File: src/rtl/bitstream_word_packer_if.sv
// Stream-input and memory-write bundle for bitstream_word_packer.
// slave = packer side, master = producer/memory side.
interface bitstream_word_packer_if #(
  parameter int unsigned ADDR_W = 16
);
  logic [3:0]        in_byte_count;
  logic [31:0]       in_data;
  logic              flush;
  logic              start;
  logic [ADDR_W-1:0] start_addr;
  logic              mem_ready;
  logic              mem_wr_en;
  logic [ADDR_W-1:0] mem_addr;
  logic [31:0]       mem_wr_data;
  logic [3:0]        mem_byte_en;
  logic              busy;
  logic              done;
  logic              overflow;
  logic              bad_count;
  logic [31:0]       byte_total;

  modport slave (
    input  in_byte_count, in_data, flush, start, start_addr, mem_ready,
    output mem_wr_en, mem_addr, mem_wr_data, mem_byte_en,
           busy, done, overflow, bad_count, byte_total
  );

  modport master (
    output in_byte_count, in_data, flush, start, start_addr, mem_ready,
    input  mem_wr_en, mem_addr, mem_wr_data, mem_byte_en,
           busy, done, overflow, bad_count, byte_total
  );
endinterface

File: src/rtl/bitstream_word_packer.sv
// Repacks 0..4 MSB-first bytes per cycle into aligned 32-bit words, buffers them
// in a FIFO and writes them out under backpressure. Option: BITSTREAM_WORD_PACKER_LE_EN.
module bitstream_word_packer #(
  parameter int unsigned ADDR_W     = 16,
  parameter int unsigned FIFO_DEPTH = 8
) (
  input  logic                    clock,
  input  logic                    reset,
  bitstream_word_packer_if.slave  bus
);
  localparam int unsigned PTR_W = $clog2(FIFO_DEPTH);

  typedef enum logic [1:0] {S_RUN, S_PAD, S_DRAIN, S_DONE} state_t;

  state_t            r_state, w_state_nxt;
  logic [23:0]       r_stage, w_stage_nxt;
  logic [1:0]        r_stage_cnt, w_stage_cnt_nxt;
  logic [35:0]       r_fifo [FIFO_DEPTH];
  logic [PTR_W:0]    r_wptr, r_rptr;
  logic [ADDR_W-1:0] r_addr;
  logic              r_overflow, r_bad;
  logic [31:0]       r_total;

  logic [3:0]        w_n;
  logic              w_take, w_bad;
  logic [31:0]       w_mask;
  logic [55:0]       w_cat;
  logic [2:0]        w_sum;
  logic              w_push, w_pop, w_wr, w_drop;
  logic [35:0]       w_push_word, w_head;
  logic [PTR_W:0]    w_count;
  logic              w_empty, w_full;

  assign w_n     = bus.in_byte_count;
  assign w_take  = (r_state == S_RUN) && (w_n != 4'd0) && (w_n <= 4'd4);
  assign w_bad   = (r_state == S_RUN) && (w_n > 4'd4);
  assign w_count = r_wptr - r_rptr;
  assign w_empty = (r_wptr == r_rptr);
  assign w_full  = (w_count == (PTR_W+1)'(FIFO_DEPTH));
  assign w_pop   = !w_empty && bus.mem_ready;
  // A full FIFO still accepts when it is popped the same cycle.
  assign w_wr    = w_push && (!w_full || w_pop);
  assign w_drop  = w_push && w_full && !w_pop;
  assign w_sum   = {1'b0, r_stage_cnt} + w_n[2:0];

  always_comb begin
    w_mask = '0;
    case (w_n)
      4'd1:    w_mask = 32'hFF00_0000;
      4'd2:    w_mask = 32'hFFFF_0000;
      4'd3:    w_mask = 32'hFFFF_FF00;
      4'd4:    w_mask = 32'hFFFF_FFFF;
      default: w_mask = '0;
    endcase
  end

  // Staged bytes sit at the top; the new bytes land right after them.
  assign w_cat = {r_stage, 32'h0} | ({bus.in_data & w_mask, 24'h0} >> {r_stage_cnt, 3'b000});

  always_comb begin
    w_state_nxt     = r_state;
    w_stage_nxt     = r_stage;
    w_stage_cnt_nxt = r_stage_cnt;
    w_push          = 1'b0;
    w_push_word     = '0;
    case (r_state)
      S_RUN: begin
        if (w_take) begin
          if (w_sum >= 3'd4) begin
            w_push          = 1'b1;
            w_push_word     = {w_cat[55:24], 4'b1111};
            w_stage_nxt     = w_cat[23:0];
            w_stage_cnt_nxt = 2'(w_sum - 3'd4);
          end else begin
            w_stage_nxt     = w_cat[55:32];
            w_stage_cnt_nxt = w_sum[1:0];
          end
        end
        if (bus.flush) w_state_nxt = S_PAD;
      end
      S_PAD: begin
        if (r_stage_cnt != 2'd0) begin
          w_push = 1'b1;
          case (r_stage_cnt)
            2'd1:    w_push_word = {r_stage, 8'h00, 4'b1000};
            2'd2:    w_push_word = {r_stage, 8'h00, 4'b1100};
            default: w_push_word = {r_stage, 8'h00, 4'b1110};
          endcase
        end
        w_stage_nxt     = '0;
        w_stage_cnt_nxt = '0;
        w_state_nxt     = S_DRAIN;
      end
      S_DRAIN: begin
        // Leave as the last entry pops so done follows the final write directly.
        if (w_empty || (w_count == (PTR_W+1)'(1) && w_pop)) w_state_nxt = S_DONE;
      end
      default: w_state_nxt = S_RUN;
    endcase
  end

  always_ff @(posedge clock) begin
    if (reset) begin
      r_state     <= S_RUN;
      r_stage     <= '0;
      r_stage_cnt <= '0;
      r_wptr      <= '0;
      r_rptr      <= '0;
      r_addr      <= '0;
      r_overflow  <= 1'b0;
      r_bad       <= 1'b0;
      r_total     <= '0;
    end else if (bus.start) begin
      r_state     <= S_RUN;
      r_stage     <= '0;
      r_stage_cnt <= '0;
      r_wptr      <= '0;
      r_rptr      <= '0;
      r_addr      <= bus.start_addr;
      r_overflow  <= 1'b0;
      r_bad       <= 1'b0;
      r_total     <= '0;
    end else begin
      r_state     <= w_state_nxt;
      r_stage     <= w_stage_nxt;
      r_stage_cnt <= w_stage_cnt_nxt;
      if (w_wr)   r_wptr <= r_wptr + 1'b1;
      if (w_pop) begin
        r_rptr <= r_rptr + 1'b1;
        r_addr <= r_addr + 1'b1;
      end
      if (w_drop) r_overflow <= 1'b1;
      if (w_bad)  r_bad <= 1'b1;
      if (w_take) r_total <= r_total + {28'h0, w_n};
    end
  end

  always_ff @(posedge clock) begin
    if (w_wr) r_fifo[r_wptr[PTR_W-1:0]] <= w_push_word;
  end

  assign w_head        = r_fifo[r_rptr[PTR_W-1:0]];
  assign bus.mem_wr_en = !w_empty;
  assign bus.mem_addr  = r_addr;
`ifdef BITSTREAM_WORD_PACKER_LE_EN
  assign bus.mem_wr_data = {w_head[11:4], w_head[19:12], w_head[27:20], w_head[35:28]};
  assign bus.mem_byte_en = {w_head[0], w_head[1], w_head[2], w_head[3]};
`else
  assign bus.mem_wr_data = w_head[35:4];
  assign bus.mem_byte_en = w_head[3:0];
`endif
  assign bus.busy       = (r_state != S_RUN);
  assign bus.done       = (r_state == S_DONE);
  assign bus.overflow   = r_overflow;
  assign bus.bad_count  = r_bad;
  assign bus.byte_total = r_total;
endmodule

File: src/flat_wrapper.sv
// flat-port wrapper written by rule: the top's interface ports become plain ports
module bitstream_word_packer_flat 
#(
  parameter int unsigned ADDR_W     = 16,
  parameter int unsigned FIFO_DEPTH = 8
)
  (clock, reset, bus_in_byte_count, bus_in_data, bus_flush, bus_start, bus_start_addr, bus_mem_ready, bus_mem_wr_en, bus_mem_addr, bus_mem_wr_data, bus_mem_byte_en, bus_busy, bus_done, bus_overflow, bus_bad_count, bus_byte_total);
  bitstream_word_packer_if #(.ADDR_W(ADDR_W)) bus_i ();
  input  logic clock;
  input  logic reset;
  input wire logic [$bits(bus_i.in_byte_count)-1:0] bus_in_byte_count;
  input wire logic [$bits(bus_i.in_data)-1:0] bus_in_data;
  input wire logic [$bits(bus_i.flush)-1:0] bus_flush;
  input wire logic [$bits(bus_i.start)-1:0] bus_start;
  input wire logic [$bits(bus_i.start_addr)-1:0] bus_start_addr;
  input wire logic [$bits(bus_i.mem_ready)-1:0] bus_mem_ready;
  output wire logic [$bits(bus_i.mem_wr_en)-1:0] bus_mem_wr_en;
  output wire logic [$bits(bus_i.mem_addr)-1:0] bus_mem_addr;
  output wire logic [$bits(bus_i.mem_wr_data)-1:0] bus_mem_wr_data;
  output wire logic [$bits(bus_i.mem_byte_en)-1:0] bus_mem_byte_en;
  output wire logic [$bits(bus_i.busy)-1:0] bus_busy;
  output wire logic [$bits(bus_i.done)-1:0] bus_done;
  output wire logic [$bits(bus_i.overflow)-1:0] bus_overflow;
  output wire logic [$bits(bus_i.bad_count)-1:0] bus_bad_count;
  output wire logic [$bits(bus_i.byte_total)-1:0] bus_byte_total;
  assign bus_i.in_byte_count = bus_in_byte_count;
  assign bus_i.in_data = bus_in_data;
  assign bus_i.flush = bus_flush;
  assign bus_i.start = bus_start;
  assign bus_i.start_addr = bus_start_addr;
  assign bus_i.mem_ready = bus_mem_ready;
  assign bus_mem_wr_en = bus_i.mem_wr_en;
  assign bus_mem_addr = bus_i.mem_addr;
  assign bus_mem_wr_data = bus_i.mem_wr_data;
  assign bus_mem_byte_en = bus_i.mem_byte_en;
  assign bus_busy = bus_i.busy;
  assign bus_done = bus_i.done;
  assign bus_overflow = bus_i.overflow;
  assign bus_bad_count = bus_i.bad_count;
  assign bus_byte_total = bus_i.byte_total;
  bitstream_word_packer #(.ADDR_W(ADDR_W), .FIFO_DEPTH(FIFO_DEPTH)) u_core (.clock(clock), .reset(reset), .bus(bus_i));
endmodule
File: config.mk
export PLATFORM = sky130hd
export DESIGN_NAME = bitstream_word_packer_flat
export DESIGN_NICKNAME = d
export VERILOG_FILES = /design/src/rtl/bitstream_word_packer_if.sv /design/src/rtl/bitstream_word_packer.sv /design/src/flat_wrapper.sv
export SDC_FILE = /design/constraint.sdc
export NUM_CORES = 1
export LEC_CHECK = 0
export BUFFER_PORTS_ARGS = -buffer_cell sky130_fd_sc_hd__buf_2
export CELL_PAD_IN_SITES_DETAIL_PLACEMENT = 1
export CELL_PAD_IN_SITES_GLOBAL_PLACEMENT = 2
export CORE_UTILIZATION = 25
export CTS_BUF_LIST = sky130_fd_sc_hd__clkbuf_2
export CTS_CLUSTER_SIZE = 8
export DETAILED_ROUTE_END_ITERATION = 7
export GPL_TIMING_DRIVEN = 0
export PLACE_DENSITY = 0.52
export SLEW_MARGIN = 20
export SYNTH_ARGS = -nofsm -noshare
export SYNTH_HDL_FRONTEND = slang
export SYNTH_SLANG_ARGS = --single-unit
File: constraint.sdc
create_clock -name clock -period 15.76 [get_ports clock]
set_input_delay 3.152 -clock clock [delete_from_list [all_inputs] [get_ports clock]]
set_output_delay 3.152 -clock clock [all_outputs]
set_load 0.05 [all_outputs]
---- Word level (Yosys, flattened, before mapping) ----
Memory sizes are Yosys's and may differ from the RTL's. A register that Yosys moved wholly into a read port is not among the register bits.
Cells that the tools add are included.
operators by class
  equality and inequality tests ........... 15
  magnitude comparators ................... 3
  reduce and logical (&&, ||, !) cells .... 22
  mux-type cells .......................... 25
  add/subtract/negate cells ............... 7
  shift-type cells ........................ 1
  bitwise gates (word level) .............. 2
operators with widths
  kind                   number
  $pmux 32 s4            1
  $mux 36                3
  $pmux 36 s2            1
  $or 56x56->56          1
  $shr 56x5->56          1
  $mux 24                2
  $pmux 24 s2            1
  $add 32x4->32          1
  $and 32x32->32         1
  $mux 16                2
  $add 16x1->16 const B  1
  $add 4x1->4 const B    2
  $eq 4x1->1 const B     2
  $eq 4x2->1 const B     2
  $logic_and 1x1->1      8
  $mux 2                 4
  $reduce_bool 2->1      4
  $eq 2x2->1 const B     3
  $mux 3                 2
  $pmux 2 s3             1
  $pmux 3 s2             1
  $mux 1                 5
  $eq 2x1->1 const B     2
  $eq 4x3->1 const B     1
  other kinds (18)       23
word-level totals
  output and inout port bits .............. 89
  memory bits (writable) .................. 288
  register bits after elaboration ......... 86
  bits of input ports ..................... 57
  memories kept ........................... 1
  word-level logic and storage cells ...... 85
memories
  name           depth  bits a word  rd ports  clocked after memory_dff  write ports  RTL line                     source
  u_core.r_fifo  8      36           1         1                         1            bitstream_word_packer.sv:18  logic [35:0] r_fifo [FIFO_DEPTH];

---- Depth between registers and ports, before layout ----
  word-level depth ........................ 8
  mapped depth ............................ 9
  depth with buffers taken out ............ 8

---- Least setup slack after synthesis ----
No wires, ideal clock.
  kind .................................... input port to flip-flop
  from .................................... input port bus_in_byte_count[0]
  to ...................................... memory u_core.r_fifo[5][0] (enable)
  stages on the path ...................... 9
  setup slack ............................. 7.853 ns
  arrival ................................. 7.426 ns
  setup time .............................. 0.482 ns
  cell sequence ........................... ha_1 inv_1 fa_1 or2_2 mux2i_1 a21o_1 buf_2 nand3_1 nor3b_1
between the ends
  longest elaborated chain between the ends .. 8
  elaborated cells on any way between the ends .. 12
  classes of those cells .................. add/sub (1); order compare (2); mux (5); reduce/logical (4)
RTL lines
  what                                              RTL line                                                  source
  start, declared                                   flat_wrapper.sv:11                                        input wire logic [$bits(bus_i.in_byte_count)-1:0] bus_in_byte_count;
  $add 2x3->3 or $reduce_bool 4->1 (tied branches)  bitstream_word_packer.sv:44, bitstream_word_packer.sv:35
  $ge 3x3->1 or $logic_and 1x1->1 (tied branches)   bitstream_word_packer.sv:69, bitstream_word_packer.sv:35
  $mux 1 or $logic_and 1x1->1 (tied branches)       bitstream_word_packer.sv:69, bitstream_word_packer.sv:35
  $mux 1 (*)                                        bitstream_word_packer.sv:68                               if (w_take) begin
  $pmux 1 s2 (*)                                    bitstream_word_packer.sv:66                               case (r_state)
  $logic_and 1x1->1 (*)                             bitstream_word_packer.sv:42                               assign w_wr = w_push && (!w_full || w_pop);
  $mux 1 (*)                                        bitstream_word_packer.sv:139                              if (w_wr) r_fifo[r_wptr[PTR_W-1:0]] <= w_push_word;
  $mux 1 (implied by the code) (*)                  bitstream_word_packer.sv:139
  end, declared                                     bitstream_word_packer.sv:18
Mark *: on every way between the ends. The rest lies on a longest branch, timed or not.

==> results_dict.tcl <==
set metrics [dict create \
    firstDrtPassIters 5 \
    finalHoldViolCount 0 \
    grt_antenna_before_repair 11 \
    grt_pass1_vias 11913 \
    cts_setup_buffers 0 \
    cp_num_buf_inv 3 \
    crit_fanout 10 \
    cpPeakStageDelay_ns 0.73 \
    synth_top_area_cell "edfxtp_1" \
    hold_class "reg2reg" \
    ir_drop_mv 0.0369 \
    drt_iter0_drc 598 \
    clock-sinks 377 \
    worstMarginPinSlew_ns 1.12 \
    grt_pass1_wl_um 77600 \
    period_minus_slack_ns 6.98 \
    clk_latency_ns 1.13 \
    worstReg2RegStart "u_core.r_stage_cnt[1]" \
    die-width_um 258 \
    drc 0 \
    die_h_um 258 \
    dp_cells 2135 \
    holdWs_ns 0.467 \
    fin_crit_sh_pct 44.3 \
    start_util_pct 25.4 \
    worstSetupPathType "reg2out" \
    portBuffers 144 \
    ctsRootBufferMaster "clkbuf_2" \
    synthArstFlopShare_pct 0 \
    critPathTopFamily "buffers and inverters" \
    ctsResizeCount 0 \
    fin_nets 1463 \
    fmax_mhz 143 \
    max-slew-margin-rel_pct 24.6 \
    io_pins 146 \
    worstPathCellList "clkbuf_1 -> clkbuf_1 -> mux4_2 -> mux2_2 -> buf_2" \
    grt_use_total_pct 15.8 \
    ctsHoldBuffers 0 \
    cp.required_ns 12.61 \
    rsz0062_at_grt "no" \
    die-area_um2 66500 \
    setup_viol 0 \
    drv_slew 0 \
    yosysUniqueCellTypes 65 \
    start_kind "register" \
    design_area_um2 19500 \
    fillers 7068 \
    synth_nets 1176 \
    gp_congestion 0.857 \
    placed_area_um2 18500 \
    reg2reg_depth 10 \
    endpoint_kind "output pin" \
    arrival_ns 3.83 \
    post_drt_wl_per_cell_um 22.4 \
    drv_cap 0 \
    cp.depth 5 \
    ant_nets 0 \
    finalSetupTns_ns 0 \
    syn_to_final_growth_pct 19.0 \
    ff2ff_setup_slack_ns 11.81 \
    ys_ff_latch 377 \
    p_leak_uw 0.00640 \
    cts_htree_levels 3 \
    yosys_most_used_dff "edfxtp_1" \
    cp_slowest_cell "clkbuf_1" \
    synth.most_common_cell "edfxtp_1" \
    cts_inserted_buffers 105 \
    synth_edf_count 288 \
    rows 93 \
    grt_max_degree 20 \
    instances_no_fill 2327 \
    vias 11079 \
    syn-cell-area_um2 16400 \
    via_per_inst 4.76 \
    syn_inst 1100 \
    r2r-end "u_core.r_fifo[2][11]" \
    coreArea_um2 64600 \
    cp_common_cell "clkbuf_1" \
    wl_um 52000 \
    status "completed" \
    synthTopCellsByArea "edfxtp_1 (53%), dfxtp_1 (11%), mux4_2 (9.9%), mux2_2 (2.5%), a21oi_1 (1.7%)" \
    hold_end "u_core.bus.bad_count" \
    syn_avg_cell_area_um2 14.9 \
    ys_warn_count 0 \
    finClkSkew_ns 0.109 \
    power_density_nw_per_um2 96.4 \
    overflow 0 \
    synth_common_cells "edfxtp_1 (288), dfxtp_1 (89), mux4_2 (72)" \
    worstHoldPathCells 2 \
    dpl.hpwl_um 37000 \
    hp-start "u_core.bus.bad_count" \
    clk_pin_slew_worst_paths_ns 0.09 \
    cts_buffer_depth 3 \
    yosysSeqAreaShare_pct 63.7 \
    yosys.area.top_type_share_pct 52.8 \
    cts_tree "done" \
    drive_gt1_share_pct 35.2 \
]
-- worst register-to-register path, cell delays in order (launching register included) --
cell and delay (ns):
dfxtp_1 0.42, inv_1 0.16, fa_1 0.52, or2_2 0.31, mux2i_1 0.23, a21o_1 0.29
nand3_1 0.30, nor3_2 0.77, buf_6 0.25, buf_4 0.20, buf_4 0.21
-- routing by layer --
layer | routed length, µm | vias up | track usage, %
met3 | 3380 | 90 | 4.56
met4 | 1070 | 16 | 5.54
li1 | - | 5051 | -
met5 | 113 | - | 0
met2 | 24100 | 296 | 24.6
met1 | 23400 | 5626 | 20.9
-- layout by cell type, fill, tap and decap left out, types with 13 or more instances in the layout --
master / instances
clkbuf_1: 36
mux2_2: 36
xnor2_1: 18
xor2_1: 13
inv_1: 21
buf_2: 160
buf_4: 34
o21ai_0: 28
or3_1: 20
a221o_1: 16
a21oi_1: 56
nand3_1: 14
clkinv_1: 20
dfxtp_1: 89
mux4_2: 72
a32o_1: 16
ha_1: 16
edfxtp_1: 288
nor2_1: 67
nand2_1: 65
clkbuf_2: 158
-- cell type report --
cell class	count	area (µm²)	area share, %
Sequential cell	377	10400	53.5
Multi-Input combinational cell	641	5680	29.1
Tap cell	855	1070	5.49
Timing Repair Buffer	180	1030	5.29
Clock buffer	158	791	4.06
Buffer	60	260	1.33
Clock inverter	31	144	0.738
Inverter	22	85.1	0.436
Antenna cell	3	7.51	0.0385
-- cells by family (layout without fill, tap and decap cells) --
group | after synthesis | after routing | share of synthesized area [%]
buf+inv | 82 | 451 | 2.09
mux | 112 | 112 | 12.6
compound gates | 235 | 235 | 10.7
other cells | 0 | 3 | 0
fa+ha+maj | 19 | 19 | 1.59
simple gates | 243 | 243 | 7.51
xor+xnor | 32 | 32 | 1.76
flops | 377 | 377 | 63.7
-- where the power goes --
part | switching (µW) | internal [µW]
clock network | 431 | 269
registers | 5.29 | 1060
logic | 79.4 | 32.8
-- flip-flops by register name, summed over array words and instances (netlist names), 2 cells and up, named ones only --
register	cells
u_core.bus.byte_total	32
u_core.bus.mem_addr	16
u_core.r_fifo	288
u_core.r_rptr	4
u_core.r_stage	24
u_core.r_stage_cnt	2
u_core.r_state	2
u_core.r_wptr	4
-- metrics by stage --
| step | util [%] | total power [µW] | worst slack, ns |
|---|---|---|---|
| 6_report | 30.2 | 1880 | 8.78 |
| 5_1_grt | 30.2 | 1980 | 8.39 |
| 4_1_cts | 30.1 | 1920 | 8.45 |
| 3_5_place_dp | 28.7 | 1200 | 8.77 |
| 3_3_place_gp | 28.1 | 1200 | 3.45 |
| 2_1_floorplan | - | 1160 | 7.85 |
-- how the worst max path moves through the flow --
| stage | endpoint |
|---|---|
| finish | bus_mem_wr_data[31] |
| CTS | bus_mem_wr_data[28] |
| detailed placement | u_core.r_fifo[2][16] |
| floorplan | u_core.r_fifo[5][0] |
| global route | bus_mem_byte_en[0] |
| global placement | u_core.r_fifo[5][12] |
(Power assumes the default switching activity.)
